<file path="src/rtl/fir_mac_filter.sv">
// Multi-channel time-multiplexed FIR filter sharing a single multiply-accumulate unit.
// Each accepted sample takes NTAPS MAC cycles, one rounding cycle and one output handshake.
module fir_mac_filter #(
    parameter int DW    = 16,
    parameter int COEFW = 18,
    parameter int NTAPS = 8,
    parameter int NCH   = 2,
    parameter int OUTW  = 16,
    parameter int SHIFT = 17,
    localparam int CHW  = (NCH > 1) ? $clog2(NCH) : 1,
    localparam int ACCW = DW + COEFW + $clog2(NTAPS)
) (
    input  logic                    clk,
    input  logic                    rst,
    input  logic signed [DW-1:0]    x_tdata,
    input  logic [CHW-1:0]          x_tid,
    input  logic                    x_tvalid,
    output logic                    x_tready,
    input  logic signed [COEFW-1:0] c [NTAPS],
    output logic signed [OUTW-1:0]  y_tdata,
    output logic [CHW-1:0]          y_tid,
    output logic                    y_tsat,
    output logic                    y_tvalid,
    input  logic                    y_tready
);

    localparam int KW = $clog2(NTAPS);
    localparam int PW = DW + COEFW;
    localparam logic [KW-1:0]  K_LAST = KW'(NTAPS - 1);
    localparam logic [CHW:0]   NCH_V  = (CHW + 1)'(NCH);
    localparam logic [ACCW:0]  HALF   = (ACCW + 1)'(1) << (SHIFT - 1);

    typedef enum logic [1:0] {IDLE, MAC, ROUND, OUT} state_t;

    state_t state, state_next;

    logic signed [DW-1:0]    dline [NCH][NTAPS];
    logic signed [COEFW-1:0] coef [NTAPS];
    logic [CHW-1:0]          ch;
    logic [KW-1:0]           k;
    logic signed [ACCW-1:0]  acc;

    logic                    accept;
    logic                    ch_ok;
    logic signed [PW-1:0]    prod;
    logic signed [ACCW-1:0]  acc_add;
    logic signed [ACCW:0]    sum;
    logic signed [ACCW:0]    rnd;
    logic                    sat_hi;
    logic                    sat_lo;
    logic signed [OUTW-1:0]  round_y;

    assign x_tready = (state == IDLE);
    assign accept   = x_tvalid & x_tready;
    assign ch_ok    = ({1'b0, x_tid} < NCH_V);

    // Datapath: one product per cycle, then round-half-up and saturate the sum.
    always_comb begin
        prod    = dline[ch][k] * coef[k];
        acc_add = acc + ACCW'(prod);
        sum     = {acc[ACCW-1], acc} + HALF;
        rnd     = sum >>> SHIFT;
        sat_hi  = !rnd[ACCW] && (rnd[ACCW-1:OUTW-1] != '0);
        sat_lo  = rnd[ACCW] && (~rnd[ACCW-1:OUTW-1] != '0);
        if (sat_hi)
            round_y = {1'b0, {(OUTW-1){1'b1}}};
        else if (sat_lo)
            round_y = {1'b1, {(OUTW-1){1'b0}}};
        else
            round_y = rnd[OUTW-1:0];
    end

    always_comb begin
        state_next = state;
        case (state)
            IDLE:    if (accept && ch_ok) state_next = MAC;
            MAC:     if (k == K_LAST) state_next = ROUND;
            ROUND:   state_next = OUT;
            OUT:     if (y_tready) state_next = IDLE;
            default: state_next = IDLE;
        endcase
    end

    always_ff @(posedge clk) begin
        if (rst) begin
            state    <= IDLE;
            ch       <= '0;
            k        <= '0;
            acc      <= '0;
            y_tdata  <= '0;
            y_tid    <= '0;
            y_tsat   <= 1'b0;
            y_tvalid <= 1'b0;
            for (int i = 0; i < NCH; i++)
                for (int j = 0; j < NTAPS; j++)
                    dline[i][j] <= '0;
            for (int j = 0; j < NTAPS; j++)
                coef[j] <= '0;
        end else begin
            state <= state_next;
            case (state)
                // Samples tagged with an out-of-range channel are consumed silently.
                IDLE: begin
                    if (accept && ch_ok) begin
                        for (int i = 0; i < NCH; i++) begin
                            if (CHW'(i) == x_tid) begin
                                dline[i][0] <= x_tdata;
                                for (int j = 1; j < NTAPS; j++)
                                    dline[i][j] <= dline[i][j-1];
                            end
                        end
                        ch   <= x_tid;
                        coef <= c;
                        acc  <= '0;
                        k    <= '0;
                    end
                end
                MAC: begin
                    acc <= acc_add;
                    k   <= k + 1'b1;
                end
                ROUND: begin
                    y_tdata  <= round_y;
                    y_tsat   <= sat_hi | sat_lo;
                    y_tid    <= ch;
                    y_tvalid <= 1'b1;
                end
                OUT: begin
                    if (y_tready)
                        y_tvalid <= 1'b0;
                end
                default: ;
            endcase
        end
    end

endmodule
</file>
<file path="config.mk">
export PLATFORM = sky130hd
export DESIGN_NAME = fir_mac_filter
export DESIGN_NICKNAME = d
export VERILOG_FILES = /design/src/rtl/fir_mac_filter.sv
export SDC_FILE = /design/constraint.sdc
export NUM_CORES = 2
export LEC_CHECK = 0
export BUFFER_PORTS_ARGS = -buffer_cell sky130_fd_sc_hd__buf_2
export CAP_MARGIN = 0
export CORE_ASPECT_RATIO = 1.2
export CORE_UTILIZATION = 58
export DETAILED_ROUTE_END_ITERATION = 10
export PLACE_DENSITY = 0.76
export SETUP_SLACK_MARGIN = 0.5
export SYNTH_ARGS = -nofsm -noshare
export SYNTH_HDL_FRONTEND = slang
export SYNTH_SLANG_ARGS = --single-unit
</file>
<file path="constraint.sdc">
create_clock -name clk -period 16.7 [get_ports clk]
set_clock_uncertainty 0.15 [all_clocks]
set_input_delay 2.505 -clock clk [delete_from_list [all_inputs] [get_ports clk]]
set_output_delay 2.505 -clock clk [all_outputs]
set_load 0.02 [all_outputs]
</file>
### Word level (Yosys, flattened, before mapping)

Memories as Yosys holds them, arrays and structs flattened. A register that Yosys moved wholly into a read port is not among the register bits.
Index checks and enable logic that the tools add are counted.

| cells by class | value |
|---|---|
| bitwise operators | 20 |
| equality and inequality tests | 7 |
| reduce and logical (&&, ||, !) cells | 12 |
| add/sub/neg operators | 3 |
| magnitude comparators | 1 |
| multipliers | 1 |
| multiplexer cells | 48 |

Operators with widths:

| kind | count |
|---|---|
| two-way mux 16 bit | 20 |
| case mux 37 bit (2 select lines) | 1 |
| binary-select mux 18 bit (select 3 bit) | 1 |
| binary-select mux 16 bit (select 3 bit) | 1 |
| nonzero test 22 bit | 2 |
| adder 37 x 18 -> 38 bit (second input constant) | 1 |
| adder 37 x 34 -> 37 bit | 1 |
| two-way mux 37 bit | 1 |
| two-way mux 18 bit | 2 |
| multiplier 16 x 18 -> 34 bit | 1 |
| inverter 22 bit | 1 |
| bitwise OR 1 bit | 17 |
| two-way mux 1 bit | 15 |
| case mux 2 bit (4 select lines) | 1 |
| two-way mux 2 bit | 3 |
| case mux 3 bit (2 select lines) | 1 |
| AND reduction 2 bit | 3 |
| equality test 2 bit (second input constant) | 2 |
| >= comparator 4 bit (second input constant) | 1 |
| != test 2 bit (second input constant) | 2 |
| inverter 3 -> 4 bit | 1 |
| nonzero test 2 bit | 2 |
| adder 3 x 1 -> 3 bit (second input constant) | 1 |
| equality test 3 bit (second input constant) | 1 |
| 9 further kinds | 10 |

| storage, ports and cells | value |
|---|---|
| output and inout port bits | 20 |
| RAM bits | 256 |
| word-level logic and storage cells | 109 |
| bits of input ports | 165 |
| register bits after elaboration | 206 |
| memories kept | 1 |

Memories:

| memory | words | bits a word | rd ports | clocked after memory_dff | write ports | line | text |
|---|---|---|---|---|---|---|---|
| dline | 2 | 128 | 3 | 1 | 2 | 37 | `logic signed [DW-1:0] dline [NCH][NTAPS];` |

### Longest topological paths before layout

| logic depth | value |
|---|---|
| word-level depth | 7 |
| depth in mapped cells | 30 |
| gate-level depth less buffers | 25 |

### Least setup slack after synthesis

Ideal clock, no wire load.

| path | value |
|---|---|
| kind | input to register |
| from | input port x_tvalid |
| to | memory dline[0][0] (netlist bit) (enable) |
| data arrival time | 8.934 ns |
| slack | 6.973 ns |
| setup time | 0.644 ns |
| cell stages on the path | 4 |
| required time | 15.906 ns |
| path through | nand2_1 > clkbuf_1 > clkbuf_1 > o21bai_1 |

RTL lines:

| what | line | text |
|---|---|---|
| start: declaration | 17 | `input logic x_tvalid,` |
| end: declaration | 37 |  |

### Worst setup path in the final report

| path | value |
|---|---|
| from | register k[0] |
| to | register acc[36] |

| on the way | value |
|---|---|
| longest elaborated chain between the ends | 7 |

RTL lines:

| what | line | text |
|---|---|---|
| start: declaration | 40 | `logic [KW-1:0] k;` |
| start signal: assignment | 120 | `k <= k + 1'b1;` |
| inverter 3 -> 4 bit (implied by the code) * | 59 | `prod = dline[ch][k] * coef[k];` |
| binary-select mux 16 bit (select 3 bit) / binary-select mux 18 bit (select 3 bit) (equally long branches) | 59 |  |
| two-way mux 16 bit (implied by the code) / two-way mux 18 bit (equally long branches) (2 in series) | 59 |  |
| multiplier 16 x 18 -> 34 bit * | 59 |  |
| adder 37 x 34 -> 37 bit * | 60 | `acc_add = acc + ACCW'(prod);` |
| case mux 37 bit (2 select lines) * | 101 | `case (state)` |
| end signal: assignment | 89 | `acc <= '0;` |
| end signal: assignment | 114 | `acc <= '0;` |
| end signal: assignment | 119 | `acc <= acc_add;` |
| end: declaration | 41 | `logic signed [ACCW-1:0] acc;` |

Every way passes the cells marked *; elsewhere a longest branch is shown, timed or not. The select of a mux whose other input is x is not followed.
A chain may end at the register's enable or synchronous reset.

==> impl_metrics.yaml <==
clocking:
  cts_buffers: 45
  holdBufCountCts: 0
  tritoncts: "yes"
  root_buffer: "clkbuf_16"
  clk_pin_slew_ns: 0.06
  post_cts_buffers: 0
  clkSinkCount: 463
  ctsResizeCount: 0
  cts-htree-levels: 2
  clkLatencyLatePin_ns: 0.61
  cts.path.max_buffers: 3
timing:
  rsz0062_at_grt: "false"
  worst_slew_pin_slew_ns: 1.17
  setup_violations: 0
  final-hold-violation-count: 0
  fin_crit_sh_pct: 54.7
  slew_headroom_pct: 22.2
  max_freq_ghz: 0.110
  drv_slew: 0
  period_needed_ns: 9.13
  fin_setup_tns_ns: 0
global_route:
  antenna_found_initial: 1
  grt_pass1_vias: 23600
  use_met1_pct: 35.8
  grt-ovfl-total: 0
  met2_usage_pct: 46.8
  grt_max_degree: 151
  grt.met3_usage_pct: 3.51
  grt_pass1_wl_um: 123000
  grt.total_usage_pct: 27.5
  grt-busiest-layer: "met2"
cells_and_area:
  final_cells: 3827
  fin_nets: 3691
  design_area_um2: 35200
  fillers: 4296
  multi_input_area_um2: 18400
  register_area_um2: 11800
  drive_above_1_share_pct: 14.1
  areaGrowthSynthToFinish_pct: 8.67
  finalCoreUtilization_pct: 63.9
synthesis:
  postSynth.asyncResetShare_pct: 0
  syn_area_um2: 32400
  synth_cell_types: 72
  syn_inst: 2990
  syn_avg_cell_area_um2: 10.8
  synthXorXnorAreaFrac_pct: 1.35
  yosysSeqAreaShare_pct: 36.5
  ys_top_cells_by_area: "edfxtp_1, fa_1, dfxtp_1"
  synth_warnings: 0
  synth_top_area_share_pct: 23.7
  synth_top_family_by_area: "adder cells"
  ys.flop_type: "edfxtp_1"
  synth_edf_count: 256
  synthesis.nets: 3610
  synth_compound_area_share_pct: 5.95
  yosys.area_share.simple_pct: 15.0
  muxShareOfSynthArea_pct: 8.95
  ys_seq_elements: 463
  synthAdderAreaFrac_pct: 25.5
  yosysTopAreaCell: "edfxtp_1"
job:
  cap_violations: 0
place:
  post-place-cells: 3744
  portBuffers: 184
  dpl.hpwl_um: 54500
  gp_congestion: 0.913
  post_dp_cell_area_um2: 33700
setup_path:
  end_kind: "flop"
  crit_fanout: 60
  start_kind: "flop"
  path_class: "flop to flop"
  worstPathArrival_ns: 9.47
  r2r_slack_ns: 7.57
  timing.rr.end: "acc[36]"
  timing.rr.start: "k[0]"
  critPathRequiredTime_ns: 17.04
  r2r_cells: 22
route:
  drt_iter0_markers: 1672
  first_pass_iters: 5
  vias: 22100
  viasPerCell: 5.79
  wl_per_cell_um: 19.9
  wl_um: 76300
  antenna_left: 0
  drc: 0
power_and_ir_drop:
  powerDensity_nw_per_um2: 211
  p_int_uw: 3960
  max-vdd-ir-drop_uv: 187
  clock_power_share_pct: 13.8
  seqPwrFrac_pct: 21.1
  switching_share_pct: 46.7
  p_leak_uw: 0.0157
  power_uw: 7430
  combPwrFrac_pct: 65.1
  p_sw_uw: 3470
worst_hold_path:
  hold_start: "y_tdata[0]"
  hp-class: "flop to flop"
  holdPathStages: 2
  min_to: "y_tdata[0]"
floorplanning:
  ios: 185
  coreArea_um2: 55000
  dieHeight_um: 261
  die_area_um2: 56800
  row_count: 94
  start_util_pct: 58.8
  die_x_um: 218
outcome:
  status: "completed"
-- critical path: stages, from the launching register on --
cell and delay [ns]:
dfxtp_4 0.86, buf_4 0.81, mux4_2 0.41, mux4_2 0.74
nand2_1 0.25, inv_1 0.09, fa_1 0.55, fa_1 0.84
fa_1 0.52, fa_1 0.51, fa_1 0.50, inv_1 0.05
fa_1 0.47, inv_1 0.04, ha_1 0.36, and3_1 0.23
nand3_1 0.10, a211oi_1 0.53, o211ai_1 0.20, nand3_1 0.14
a21oi_1 0.13, a221o_1 0.37, o31a_1 0.11
-- how the worst max path moves through the flow --
stage	from	to	slack, ns	cells past startpoint
2_1_floorplan	x_tvalid	dline[0][0]	6.97	4
3_3_place_gp	k[0]	acc[32]	7.87	24
3_5_place_dp	k[0]	acc[36]	7.65	22
4_1_cts	k[0]	acc[36]	7.64	22
5_1_grt	k[0]	acc[32]	7.17	25
6_report	k[0]	acc[36]	7.57	22
-- metrics by stage --
step,hold WS (ns),setup slack [ns]
after global routing,0.317,7.17
final,0.303,7.57
after floorplan,0.282,6.97
after detailed placement,0.295,7.65
after CTS,0.305,7.64
after global placement,0.281,7.87
-- cells by family after synthesis --
kind of cell,Yosys count
adder cells (fa/ha/maj),455
XOR/XNOR,50
flip-flops,463
buffers and inverters,560
AND/OR/NAND/NOR,998
AO/OA/AOI/OAI,317
multiplexers,147
-- flip-flops by register name (all words and copies together), names as in the netlist, named ones only --
name	cells
y_tsat	1
acc	37
y_tvalid	1
state	2
dline	256
y_tid	1
y_tdata	16
k	3
coef	144
ch	1
-- placed cells by master, fill, tap and decap left out, types with 75 or more instances in the layout --
master    Yosys  layout
a21oi_1     184     184
mux4_2      112     112
and3_1      120     120
dfxtp_1     207     203
inv_1       387     387
fa_1        340     340
ha_1        115     115
nor2b_1      75      75
nand2_1     488     487
buf_2        35     182
edfxtp_1    256     256
and2_1      179     178
-- cell type report --
class | instances | area share [%]
clock inverters | 15 | 0.519
well taps | 720 | 2.56
inverters | 387 | 4.13
flip-flops and latches | 463 | 33.7
diodes | 2 | 0.0142
clock buffers | 66 | 3.66
repair buffers | 207 | 3.13
multi-input cells | 1967 | 52.3
-- synth_stat cells (all sizes together), types with 5 or more instances --
cell,instances
nand2,489
inv,387
fa,340
edfxtp,256
dfxtp,207
a21oi,184
and2,179
and3,120
clkbuf,120
ha,115
mux4,112
nor2,76
nor2b,75
buf,53
o21ai,37
xor2,26
xnor2,24
mux2,20
a22oi,19
nand3,17
o211ai,17
a21o,16
nand2b,16
mux2i,15
a211oi,7
o21bai,5
or3,5
-- power by group through the flow --
stage / clock network [uW] / logic (uW) / registers [uW]
after floorplan: 0 / 3740 / 1530
after global placement: 0 / 4590 / 1570
after detailed placement: 0 / 4800 / 1590
after CTS: 1040 / 4820 / 1560
after global routing: 1080 / 5470 / 1590
final: 1020 / 4840 / 1560
-- per-layer routing --
metal	vias to the layer above	part of all wire, %	wire length (um)
li1	9962	-	-
met1	11200	40	30600
met2	763	51	38700
met3	190	5.6	4250
met4	2	3.7	2800
met5	-	0.017	13
Note: power is estimated with default switching activity, not from simulation.
